`config.mk`:
```
export PLATFORM = sky130hd
export DESIGN_NAME = regfile_writeback
export DESIGN_NICKNAME = d
export VERILOG_FILES = /design/src/rtl/regfile_writeback.sv
export SDC_FILE = /design/constraint.sdc
export NUM_CORES = 1
export LEC_CHECK = 0
export CAP_MARGIN = 20
export CORE_UTILIZATION = 45
export CTS_BUF_LIST = sky130_fd_sc_hd__clkbuf_8
export CTS_CLUSTER_SIZE = 40
export DETAILED_ROUTE_END_ITERATION = 10
export PLACE_DENSITY = 0.66
export SYNTH_ARGS = -nofsm -noshare
export SYNTH_HDL_FRONTEND = slang
export SYNTH_SLANG_ARGS = --single-unit
```
`constraint.sdc`:
```
create_clock -name clk -period 10 [get_ports clk]
set_input_delay 2 -clock clk [delete_from_list [all_inputs] [get_ports clk]]
set_output_delay 2 -clock clk [all_outputs]
set_load 0.005 [all_outputs]
```
`src/rtl/regfile_writeback.sv`:
```
// Write-back initiator for the 32x32 register bank: merges ALU results with buffered
// load results, drives the single write port, and tracks per-register pending writes.
// Optional macro WB_BYPASS_EN adds rs1_fwd_o/rs2_fwd_o forwarding of the in-flight write.
module regfile_writeback #(
  parameter int XLEN       = 32,
  parameter int FIFO_DEPTH = 4
) (
  input  logic                          clk,
  input  logic                          rst,
  input  logic                          alu_valid_i,
  input  logic [4:0]                    alu_rd_i,
  input  logic [XLEN-1:0]               alu_data_i,
  input  logic                          ld_valid_i,
  output logic                          ld_ready_o,
  input  logic [4:0]                    ld_rd_i,
  input  logic [XLEN-1:0]               ld_data_i,
  input  logic                          issue_valid_i,
  input  logic [4:0]                    issue_rd_i,
  input  logic [4:0]                    rs1_addr_i,
  input  logic [4:0]                    rs2_addr_i,
  output logic                          rs1_busy_o,
  output logic                          rs2_busy_o,
  output logic                          wr_en_o,
  output logic [4:0]                    rd_addr_o,
  output logic [XLEN-1:0]               wr_data_o,
`ifdef WB_BYPASS_EN
  output logic [XLEN-1:0]               rs1_fwd_o,
  output logic [XLEN-1:0]               rs2_fwd_o,
`endif
  output logic [$clog2(FIFO_DEPTH):0]   fifo_count_o
);

  localparam int PW = $clog2(FIFO_DEPTH);
  localparam int CW = PW + 1;
  localparam logic [CW-1:0] FULL_CNT = CW'(FIFO_DEPTH);

  logic [4:0]      rd_mem   [FIFO_DEPTH];
  logic [XLEN-1:0] data_mem [FIFO_DEPTH];

  logic [PW-1:0]   head_q, head_d, tail_q, tail_d;
  logic [CW-1:0]   count_q, count_d;
  logic            wr_en_q, wr_en_d;
  logic [4:0]      rd_addr_q, rd_addr_d;
  logic [XLEN-1:0] wr_data_q, wr_data_d;
  logic [31:0]     busy_q, busy_d;

  logic push, pop, alu_sel, fifo_full, fifo_empty;

  // NOTE: every signal driven here gets a default first, so no path can infer a latch.
  always_comb begin
    fifo_full  = (count_q == FULL_CNT);
    fifo_empty = (count_q == '0);
    ld_ready_o = !rst && !fifo_full;
    push       = ld_valid_i && ld_ready_o && (ld_rd_i != 5'd0);
    alu_sel    = alu_valid_i && (alu_rd_i != 5'd0);
    pop        = !alu_sel && !fifo_empty;

    head_d     = head_q + PW'(pop);
    tail_d     = tail_q + PW'(push);
    count_d    = count_q + CW'(push) - CW'(pop);

    wr_en_d    = alu_sel || pop;
    rd_addr_d  = rd_addr_q;
    wr_data_d  = wr_data_q;
    if (alu_sel) begin
      rd_addr_d = alu_rd_i;
      wr_data_d = alu_data_i;
    end else if (pop) begin
      rd_addr_d = rd_mem[head_q];
      wr_data_d = data_mem[head_q];
    end

    // Clear first so an issue to the register being written this edge stays pending.
    busy_d = busy_q;
    if (wr_en_q) busy_d[rd_addr_q] = 1'b0;
    if (issue_valid_i) busy_d[issue_rd_i] = 1'b1;
    busy_d[0] = 1'b0;
  end

  // NOTE: sequential state uses non-blocking assignments so every register samples pre-edge values.
  always_ff @(posedge clk) begin
    if (rst) begin
      head_q    <= '0;
      tail_q    <= '0;
      count_q   <= '0;
      wr_en_q   <= 1'b0;
      rd_addr_q <= '0;
      wr_data_q <= '0;
      busy_q    <= '0;
    end else begin
      head_q    <= head_d;
      tail_q    <= tail_d;
      count_q   <= count_d;
      wr_en_q   <= wr_en_d;
      rd_addr_q <= rd_addr_d;
      wr_data_q <= wr_data_d;
      busy_q    <= busy_d;
    end
  end

  // NOTE: the buffer storage is not reset; occupancy is governed solely by the pointers and count.
  always_ff @(posedge clk) begin
    if (push) begin
      rd_mem[tail_q]   <= ld_rd_i;
      data_mem[tail_q] <= ld_data_i;
    end
  end

`ifdef WB_BYPASS_EN
  logic rs1_hit, rs2_hit;
  always_comb begin
    rs1_hit    = wr_en_q && (rd_addr_q == rs1_addr_i) && (rs1_addr_i != 5'd0);
    rs2_hit    = wr_en_q && (rd_addr_q == rs2_addr_i) && (rs2_addr_i != 5'd0);
    rs1_busy_o = busy_q[rs1_addr_i] && !rs1_hit;
    rs2_busy_o = busy_q[rs2_addr_i] && !rs2_hit;
    rs1_fwd_o  = rs1_hit ? wr_data_q : '0;
    rs2_fwd_o  = rs2_hit ? wr_data_q : '0;
  end
`else
  always_comb begin
    rs1_busy_o = busy_q[rs1_addr_i];
    rs2_busy_o = busy_q[rs2_addr_i];
  end
`endif

  assign wr_en_o      = wr_en_q;
  assign rd_addr_o    = rd_addr_q;
  assign wr_data_o    = wr_data_q;
  assign fifo_count_o = count_q;

endmodule

```
* Word level (Yosys, flattened, before mapping) *
Memories as Yosys holds them, arrays and structs flattened. A register that Yosys moved wholly into a read port is not among the register bits.
Index checks and enable logic that the tools add are counted.

storage, ports and cells
  bits in registers = 77
  bits in writable memories = 148
  input port bits = 94
  output and inout bits = 44
  logic and storage cells = 58
  memories = 2

memory list
  memory    words  width  read ports  clocked after Yosys merged registers in  wr ports  RTL line  source
  data_mem  4      32     1           1                                        1         38        logic [XLEN-1:0] data_mem [FIFO_DEPTH];
  rd_mem    4      5      1           1                                        1         37        logic [4:0] rd_mem [FIFO_DEPTH];

cells by class
  $add $sub $neg = 4
  order comparisons = 6
  equality and inequality tests = 1
  mux-type cells = 18
  bitwise gates (word level) = 3
  reductions and logical operators = 16

operator list
  kind                count
  $mux 32             4
  $and 32x32->32      1
  $not 32->32         1
  $or 32x32->32       1
  $lt 5x6->1 const B  4
  $bmux 1 s5          2
  $demux 1 s5         2
  $ge 5x1->1 const B  2
  $mux 5              2
  $reduce_bool 5->1   2
  $logic_and 1x1->1   7
  $mux 1              6
  $add 2x1->2         2
  $logic_not 1->1     4
  $mux 2              2
  $add 3x1->3         1
  $eq 3x3->1 const B  1
  $logic_not 3->1     1
  $sub 3x1->3         1
  $reduce_bool 2->1   1
  $logic_or 1x1->1    1

* Depth between registers and ports, before layout *
Gate-level depths: netlist (run 1).

  word-level depth = 9
  depth in mapped cells = 11
  mapped depth without buffers = 10

* Worst setup path after synthesis (run 1) *
Ideal clock, no wire load.

  kind = input to register
  from = input port rst
  to = memory data_mem[1][0], enable pin
  library setup time = 0.485 ns
  arrival time = 5.309 ns
  required time = 9.515 ns
  path slack = 4.205 ns
  stages on the path = 4
  buffers on the path = 1
  path through = clkbuf_1 -> a21oi_1 -> nand3_1 -> nor3b_1

between the ends
  longest elaborated chain between the ends = 6

RTL lines
  item                             RTL line  source
  start, declared                  9         input logic rst,
  $logic_not 1->1                  53        ld_ready_o = !rst && !fifo_full;
  $logic_and 1x1->1                53
  net ld_ready_o                   14        output logic ld_ready_o,
  $logic_and 1x1->1 (2 in series)  54        push = ld_valid_i && ld_ready_o && (ld_rd_i != 5'd0);
  $mux 1                           103       if (push) begin
  $mux 1 (not written as such)     105       data_mem[tail_q] <= ld_data_i;
  end, declared                    38

The timed path passes the listed nets, and every way through them passes these cells.

* Worst setup path in the final report (run 1) *
  from = input port rs2_addr_i[1]
  to = output port rs2_busy_o

between the ends
  longest elaborated chain between the ends = 2

RTL lines
  item                          RTL line  source
  start, declared               20        input logic [4:0] rs2_addr_i,
  $bmux 1 s5                    122       rs2_busy_o = busy_q[rs2_addr_i];
  $mux 1 (not written as such)  122
  end, declared                 22        output logic rs2_busy_o,

No other way between the ends. The select of a mux whose other input is x is not followed.

==> metrics, run 1 <==
sw power 0.000661 W; min Tclk post-route 6.49 ns; Worst EP arrival 4.49 ns; Total GRT Usage a little over a fifth; worst vdd ir 0.116 mV; CP max FO 9; Clock power frac about a third; H-Tree Depth 2; Mapped Nets roughly 750; Post-Syn Instances about 660; RSZ-0062 raised after global routing false; Comb pwr share 20.5%; sequential share of the synthesized area about two thirds; pin count of the biggest net entering global routing 79; GRT overflow 0; main combinational cell family by area after synthesis multiplexers; power per cell area 209 mW/mm²; Distinct cells, synth 40; Flop pwr share around 46%; HPWL Detailed ~14000 µm; max_cap viols 0; initial antenna violation count 1; crit path from rs2_addr_i[1]; crit end category output port; Compound-Gate Fraction of Synth Area under 10%; clk sinks ~220; WP data required approximately 8 ns; crit path kind input port to output port; Final Max Tran Viols 0; Syn Area/Cell ~14 µm²; drc violations 0; number of flops mapped to enable cells by yosys approximately 150; synth cell count leaders 148 x edfxtp_1, 76 x dfxtp_1, 74 x nand2_1, 70 x a21oi_1, 51 x mux4_2; DIE AREA ~0.021 mm²; Worst Hold Path EP busy_q[5]; final hold slack 0.504 ns; # fillers ~1600; Area Growth Syn to Fin 26.2%; Post-CTS Hold Fix Bufs 0; HP Start busy_q[5]; Top FF cell, synth edfxtp_1; Placer Congestion ~0.93; first-pass GRT wire length around 34000 µm; Port Buffers 137; Clock Tree Buf Depth 3; IO Count about 140; Max-slew headroom 25.8%; vias in the first global route roughly 6400; worst-skew pair later-pin latency between 0.5 and 0.6 ns; worst hold stages 2; TritonCTS clock tree built; xor/xnor share of the synthesized area less than 1%; reg2reg end data_mem[3][0]; Core Region between 0.015 and 0.02 mm²; Synth Cell Area between 0.009 and 0.01 mm²; FP Rows 51; R2R setup slack about 7.5 ns; wirelength, routed about 22000 µm; Pwr Total between 0.002 and 0.0025 W; Yosys reg bits 224; share of cells above drive strength 1 ~15%; Int Pwr roughly 0.0017 W; Setup TNS Final 0 ns; period utilisation layout roughly 65%; DR WL/cell a little over 20 µm; most frequent cell after synthesis edfxtp_1; drt initial violations roughly 370; skew final about 0.018 ns; setup violation total in the final timing report 0; number of setup buffers added after CTS 0; dominant cells by area after synthesis edfxtp_1 49%, dfxtp_1 17%, mux4_2 13%; mux contribution to synthesized area roughly an eighth; top cell type by total area after synthesis edfxtp_1; Yosys top cell area share between 40% and 50%; reg-to-reg startpoint fifo_count_o[1]; final instance area 0.0115 mm²; cts bufs inserted 37; Starting Density a little under half; ANT nets after route 0; Register-to-Register Path Depth 5; Antenna Cells 0; CTS Root Cell clkbuf_8; Via density between 5 and 6; routed vias just over 6000; fmax between 150 and 200 MHz; outcome complete, no violations; Least-Margin Pin Slew around 1.1 ns; Min-Delay Path Class flip-flop to flip-flop; drt pass-1 iters 5; height of the die about 140 µm; crit path launch type input port; placed cell area around 0.011 mm²; sw frac approximately 27%; Die Wd around 140 µm; fraction of synthesis flops using an asynchronous set or reset pin 0%; Post-Synth Simple-Gate Area roughly 9%; Final nets between 800 and 900; Reg clk slew, reported paths ~0.060 ns; adder-cell share of the synthesized area less than 1%; final hold vios 0; post_cts resized 0; warnings from Yosys 0; P_leak around 3.8 nW
==> kinds of logic (layout without fill, tap and decap cells) <==
kind of cell | count (synthesis) | count (layout)
and+or+nand+nor | 175 | 175
adders and majority gates | 3 | 3
xor gates and xnor gates | 4 | 4
muxes | 54 | 54
AOI/OAI and AO/OA | 147 | 147
DFF | 224 | 224
buffers and inverters | 49 | 219
==> cell usage in the layout (no fill, tap or decap), types with 3 or more instances in the layout <==
cell type,synthesis,final
o21ai_0,32,32
a21oi_1,70,70
xnor2_1,3,3
clkinv_1,0,4
a211oi_1,36,36
nor2_1,50,50
inv_1,5,19
nand3_1,5,5
nor3b_1,6,4
nand3b_1,7,7
mux4_2,51,51
nand4_1,4,4
clkbuf_8,0,44
edfxtp_1,148,148
nor3_1,5,3
or3_1,3,3
nor2b_1,6,6
or4_1,3,3
clkdlybuf4s50_1,0,136
mux2_2,3,3
nand2_1,74,74
buf_4,2,7
dfxtp_1,76,74
==> worst max-delay path: stages <==
cell             delay (ns)
clkdlybuf4s50_1        0.74
mux2_2                 0.38
a221oi_1               0.26
a2111oi_0              0.10
or4_1                  0.55
clkdlybuf4s50_1        0.46
==> how the worst max path moves through the flow <==
stage / slack [ns] / depth (start not counted) / to
after CTS: 3.49 / 6 / rs2_busy_o
after global routing: 3.36 / 6 / rs2_busy_o
after global placement: 3.55 / 6 / rs1_busy_o
after detailed placement: 3.49 / 6 / rs1_busy_o
final: 3.51 / 6 / rs2_busy_o
after floorplan: 4.21 / 4 / data_mem[1][0]
==> layer usage <==
layer,global-route usage [%],share of wire (%),vias to the layer above
li1,-,-,2808
met1,27.3,42,3068
met2,36.7,50,222
met3,5.26,6.8,32
met4,7.37,1.6,2
met5,0,0.050,-
==> metrics by stage <==
step | utilization (%) | worst slack [ns] | cells
after global routing | 58.5 | 3.36 | 1091
after global placement | 54.5 | 3.55 | 1021
final | 58.5 | 3.51 | 1091
after detailed placement | 54.6 | 3.49 | 1022
after CTS | 58.5 | 3.49 | 1090
after floorplan | - | 4.21 | 656
==> power by group through the flow <==
stage | clock network (W) | registers [W] | logic (W)
6_report | 0.000809 | 0.00111 | 0.000493
3_3_place_gp | 0 | 0.00112 | 0.000491
4_1_cts | 0.000828 | 0.00111 | 0.000502
2_1_floorplan | 0 | 0.00110 | 0.000300
5_1_grt | 0.000871 | 0.00112 | 0.000536
3_5_place_dp | 0 | 0.00113 | 0.000498
==> cell type report <==
cell class / instances / area [µm²] / share of cell area, %
flip-flops and latches: 224 / 5970 / 51.9
multi-input cells: 383 / 2970 / 25.8
repair buffers: 146 / 1450 / 12.6
clock buffers: 44 / 606 / 5.26
well taps: 265 / 332 / 2.88
clock inverters: 24 / 158 / 1.37
inverters: 5 / 18.8 / 0.163
==> flip-flops by register name, summed over array words and instances, names as in the netlist <==
register	flops
tail_q	2
head_q	2
wr_en_o	1
fifo_count_o	3
busy_q	31
rd_mem	20
data_mem	128
rd_addr_o	5
wr_data_o	32
No activity file was read; power rests on OpenSTA's default activity.
==> inputs of run 2 (changes only) <==
==> constraint.sdc (replaced) <==
create_clock -name clk -period 6.6 [get_ports clk]
set_input_delay 1.32 -clock clk [delete_from_list [all_inputs] [get_ports clk]]
set_output_delay 1.32 -clock clk [all_outputs]
set_load 0.005 [all_outputs]
==> run 2 against run 1 <==
Via count down 0.13%. Register-to-register slack worse by 3.5 ns. Count of clock-buffer cells in the layout down 1. Sequential power up 51%. Final cell count about the same. Non-clock buffer count unchanged. Hold slack worse by 0.0044 ns. Clock skew down 0.0032 ns. Power up 49%. Utilization down 0.32 points.
==> metrics, run 2 (synthesis results as in run 1) <==
Comb pwr share a little over a fifth; Int Pwr 0.00259 W; Core Region between 0.015 and 0.02 mm²; Placer Congestion ~0.91; Setup TNS Final 0 ns; worst hold stages 2; RSZ-0062 raised after global routing false; Worst EP arrival approximately 3.8 ns; max reg flops roughly 130; Least-Margin Pin Slew around 1.0 ns; ANT nets after route 0; min Tclk post-route ~5.1 ns; share of cells above drive strength 1 approximately 15%; sw power between 0.0009 and 0.001 W; sw frac 27.7%; R2R setup slack 4.00 ns; Worst Hold Path EP busy_q[15]; family with the most delay on the worst path buffers and inverters; vias in the first global route around 6400; IO Count around 140; setup violation total in the final timing report 0; H-Tree Depth 2; first-pass GRT wire length approximately 34000 µm; commonest cells after routing, fill and taps aside 148 x edfxtp_1, 136 x clkdlybuf4s50_1, 74 x nand2_1, 74 x dfxtp_1, 70 x a21oi_1; clk sinks between 200 and 250; CTS Root Cell clkbuf_8; cts bufs inserted 37; reg2reg end rd_addr_o[1]; CP max FO 9; worst path cell trace clkdlybuf4s50_1 -> mux2_2 -> a221oi_1 -> a2111oi_0 -> or4_1 -> clkdlybuf4s50_1; max_cap viols 0; placed cell area roughly 0.011 mm²; initial antenna violation count 1; drc violations 0; GRT overflow 0; height of the die roughly 140 µm; drt pass-1 iters 5; DIE AREA around 0.021 mm²; crit end category output port; TritonCTS clock tree built; Antenna Cells 0; Flop pwr share 46.8%; routed vias between 6000 and 7000; slowest stage cell, crit path clkdlybuf4s50_1; Clock Tree Buf Depth 3; Clock power frac 32.3%; Slowest Stage Delay on Critical Path 0.77 ns; Max-slew headroom 29.9%; Die Wd ~140 µm; Pwr Total between 0.003 and 0.004 W; critical path's most frequent cell clkdlybuf4s50_1; post_cts resized 0; reg-to-reg startpoint head_q[0]; wirelength, routed 21700 µm; Register-to-Register Path Depth 5; P_leak around 3.8 nW; Via density approximately 5.6; Reg clk slew, reported paths 0.06 ns; skew final about 0.015 ns; Total GRT Usage between 20% and 30%; most common cell after layout, fill and taps aside edfxtp_1; final hold slack 0.500 ns; final hold vios 0; worst-skew pair later-pin latency approximately 0.52 ns; worst vdd ir between 0.2 and 0.25 mV; Min-Delay Path Class flip-flop to flip-flop; FP Rows 51; power per cell area about 310 mW/mm²; Final Max Tran Viols 0; crit path launch type input port; WP data required around 5.3 ns; total placed cells including tap cells 1023; Final nets around 900; period utilisation layout around 78%; number of setup buffers added after CTS 0; pin count of the biggest net entering global routing 78; drt initial violations between 300 and 400; Port Buffers 137; fmax about 190 MHz; Layout Cells excl Fill between 1000 and 1500; Post-CTS Hold Fix Bufs 0; HP Start busy_q[15]; final instance area roughly 0.011 mm²; Reg with most FFs data_mem; Starting Density around 46%; outcome complete, no violations; Area Growth Syn to Fin 25.5%; Worst Path Buf+Inv 2; crit path kind input port to output port; HPWL Detailed roughly 14000 µm; DR WL/cell 19.9 µm
[run 2: worst min-delay path, stage by stage, from the launching register on]
cell and delay [ns]:
dfxtp_1 0.32, o21ai_0 0.07, a21oi_1 0.06
[run 2: worst max path at each step]
stage                             start             end  slack [ns]  cells after the start
after floorplan                     rst  data_mem[1][0]        1.49                      4
after global placement    rs1_addr_i[1]      rs1_busy_o        1.48                      6
after detailed placement  rs1_addr_i[1]      rs1_busy_o        1.47                      6
after CTS                 rs1_addr_i[1]      rs1_busy_o        1.45                      6
after global routing      rs2_addr_i[1]      rs2_busy_o        1.35                      6
final                     rs1_addr_i[1]      rs1_busy_o        1.46                      6
[run 2: stage by stage]
stage | setup slack (ns) | utilization (%)
after floorplan | 1.49 | -
after global placement | 1.48 | 54.6
after detailed placement | 1.47 | 54.6
after CTS | 1.45 | 58.2
after global routing | 1.35 | 58.2
final | 1.46 | 58.2
[run 2: routing by layer]
| layer | GRT usage, % | wire [µm] | vias to the layer above |
|---|---|---|---|
| met5 | 0 | 13 | - |
| met4 | 6.09 | 352 | 2 |
| met3 | 5.26 | 1480 | 37 |
| met2 | 37.0 | 10800 | 213 |
| met1 | 27.1 | 8970 | 3069 |
| li1 | - | - | 2803 |
[run 2: cell type report]
cell class	instances	area (µm²)
flip-flops and latches	224	5970
clock buffers	43	592
inverters	5	18.8
multi-input cells	383	2970
repair buffers	146	1430
well taps	265	332
fillers	1630	8220
clock inverters	24	125
[run 2: power groups by stage]
| stage | sequential, W | clock [W] | combinational (W) |
|---|---|---|---|
| finish | 0.00168 | 0.00116 | 0.000747 |
| global route | 0.00169 | 0.00125 | 0.000807 |
| CTS | 0.00168 | 0.00119 | 0.000759 |
| detailed placement | 0.00171 | 0 | 0.000754 |
| global placement | 0.00170 | 0 | 0.000743 |
| floorplan | 0.00167 | 0 | 0.000454 |
==> inputs of run 3 (changes only) <==
==> constraint.sdc (replaced) <==
create_clock -name clk -period 5.2 [get_ports clk]
set_input_delay 1.04 -clock clk [delete_from_list [all_inputs] [get_ports clk]]
set_output_delay 1.04 -clock clk [all_outputs]
set_load 0.005 [all_outputs]
==> run 3 against run 2 <==
Clock power rose by 32%. Utilization rose by 0.27 points. Die area did not move. The flow now finishes with violations (DRC).
==> metrics, run 3 (synthesis results as in run 1) <==
outcome finished with violations; failing checks DRC; Antenna Cells 0; HP Start busy_q[20]; period utilisation layout between 80% and 90%; Die Wd ~140 µm; Starting Density around 46%; R2R setup slack 2.60 ns; drt initial violations around 380; Via density between 5 and 6; cts bufs inserted 38; crit path from rs1_addr_i[1]; setup violation total in the final timing report 0; ANT nets after route 0; routed vias slightly above 6000; DIE AREA 0.0208 mm²; DR WL/cell roughly 20 µm; GRT overflow 0; min Tclk post-route around 4.6 ns; share of cells above drive strength 1 between 10% and 20%; IO Count between 100 and 150; crit end category output port; CP max FO 9; Max-slew headroom roughly 27%; skew final 0.0103 ns; Register-to-Register Path Depth 5; Least-Margin Pin Slew about 1.1 ns; final hold vios 0; worst hold stages 2; Final nets 894; initial antenna violation count 3; HPWL Detailed ~14000 µm; Core Region between 0.015 and 0.02 mm²; Placer Congestion between 0.8 and 0.9; most common cell after layout, fill and taps aside edfxtp_1; Worst EP arrival roughly 3.5 ns; Pwr Total 0.00461 W; Area Growth Syn to Fin 26.1%; Port Buffers approximately 140; vias in the first global route around 6400; Setup TNS Final 0 ns; Worst Hold Path EP busy_q[20]; Total GRT Usage between 20% and 30%; height of the die 144 µm; Post-CTS Hold Fix Bufs 0; family with the most delay on the worst path buffers and inverters; worst path cell trace clkdlybuf4s50_1 -> mux4_2 -> nand4_1 -> nand4_1 -> or4_1 -> clkdlybuf4s50_1; number of setup buffers added after CTS 0; max reg flops between 100 and 150; reg-to-reg startpoint fifo_count_o[1]; Reg with most FFs data_mem; fmax roughly 220 MHz; P_leak roughly 3.8 nW; Worst Path Buf+Inv 2; max_cap viols 0; reg2reg end data_mem[3][7]; wirelength, routed ~22000 µm; crit path kind input port to output port; WP data required between 4 and 5 ns; slowest stage cell, crit path clkdlybuf4s50_1; commonest cells after routing, fill and taps aside 148 x edfxtp_1, 136 x clkdlybuf4s50_1, 74 x nand2_1, 74 x dfxtp_1, 70 x a21oi_1; drc violations 1; Reg clk slew, reported paths roughly 0.060 ns; power per cell area roughly 400 mW/mm²; Clock Tree Buf Depth 3; Slowest Stage Delay on Critical Path between 0.7 and 0.8 ns; CTS Root Cell clkbuf_8; post-layout util between 50 and 60%; H-Tree Depth 2; post_cts resized 0; worst vdd ir about 0.2 mV; pin count of the biggest net entering global routing between 70 and 80; Min-Delay Path Class flip-flop to flip-flop; clk sinks 224; FP Rows 51; RSZ-0062 raised after global routing false; TritonCTS clock tree built; first-pass GRT wire length 34000 µm; worst-skew pair later-pin latency 0.51 ns; Final Max Tran Viols 0; crit path launch type input port; drt pass-1 iters 8
run 3: cell types whose count changed in the layout (fill, tap and decap cells not counted), sizes merged:
cell      change
inv           -6
clkinvlp      +1
buf           -1
clkinv        +5
clkbuf        +1
bufinv        +1
run 3: layout make-up:
cell class | instances | area, µm²
clock buffers | 44 | 606
flip-flops and latches | 224 | 5970
well taps | 265 | 332
multi-input cells | 383 | 2970
clock inverters | 25 | 153
fillers | 1633 | 8160
repair buffers | 145 | 1450
inverters | 5 | 18.8
run 3: layer usage:
layer | wire [µm] | track usage [%] | part of all wire, % | vias to the layer above
met2 | 11000 | 37.2 | 51 | 220
met3 | 1520 | 5.33 | 7.0 | 34
li1 | - | - | - | 2804
met4 | 348 | 6.76 | 1.6 | 4
met1 | 8870 | 26.9 | 41 | 3127
met5 | 19 | 0 | 0.087 | -
run 3: tightest hold or removal path: stages, from the launching register on:
cell and delay, ns:
dfxtp_1 0.32, o21ai_0 0.07, a21oi_1 0.06
run 3: worst max path at each step:
stage / slack [ns] / cells past startpoint / to
floorplan: 0.37 / 4 / data_mem[1][0]
global placement: 0.66 / 6 / rs2_busy_o
detailed placement: 0.63 / 6 / rs1_busy_o
CTS: 0.62 / 6 / rs1_busy_o
global route: 0.52 / 6 / rs2_busy_o
finish: 0.63 / 6 / rs1_busy_o
run 3: power breakdown:
group / internal, W / total, W / switching, W
clock: 0.000870 / 0.00153 / 0.000665
combinational: 0.000463 / 0.000939 / 0.000476
sequential: 0.00203 / 0.00214 / 0.000116
run 3: through the flow:
stage / setup slack, ns / cells / hold slack (ns) / cell area (µm²)
final: 0.632 / 1091 / 0.495 / 11500
after global routing: 0.519 / 1091 / 0.536 / 11500
after CTS: 0.621 / 1090 / 0.495 / 11500
after detailed placement: 0.625 / 1021 / 0.487 / 10700
after global placement: 0.661 / 1021 / 0.480 / 10700
after floorplan: 0.365 / 656 / 0.460 / 9110
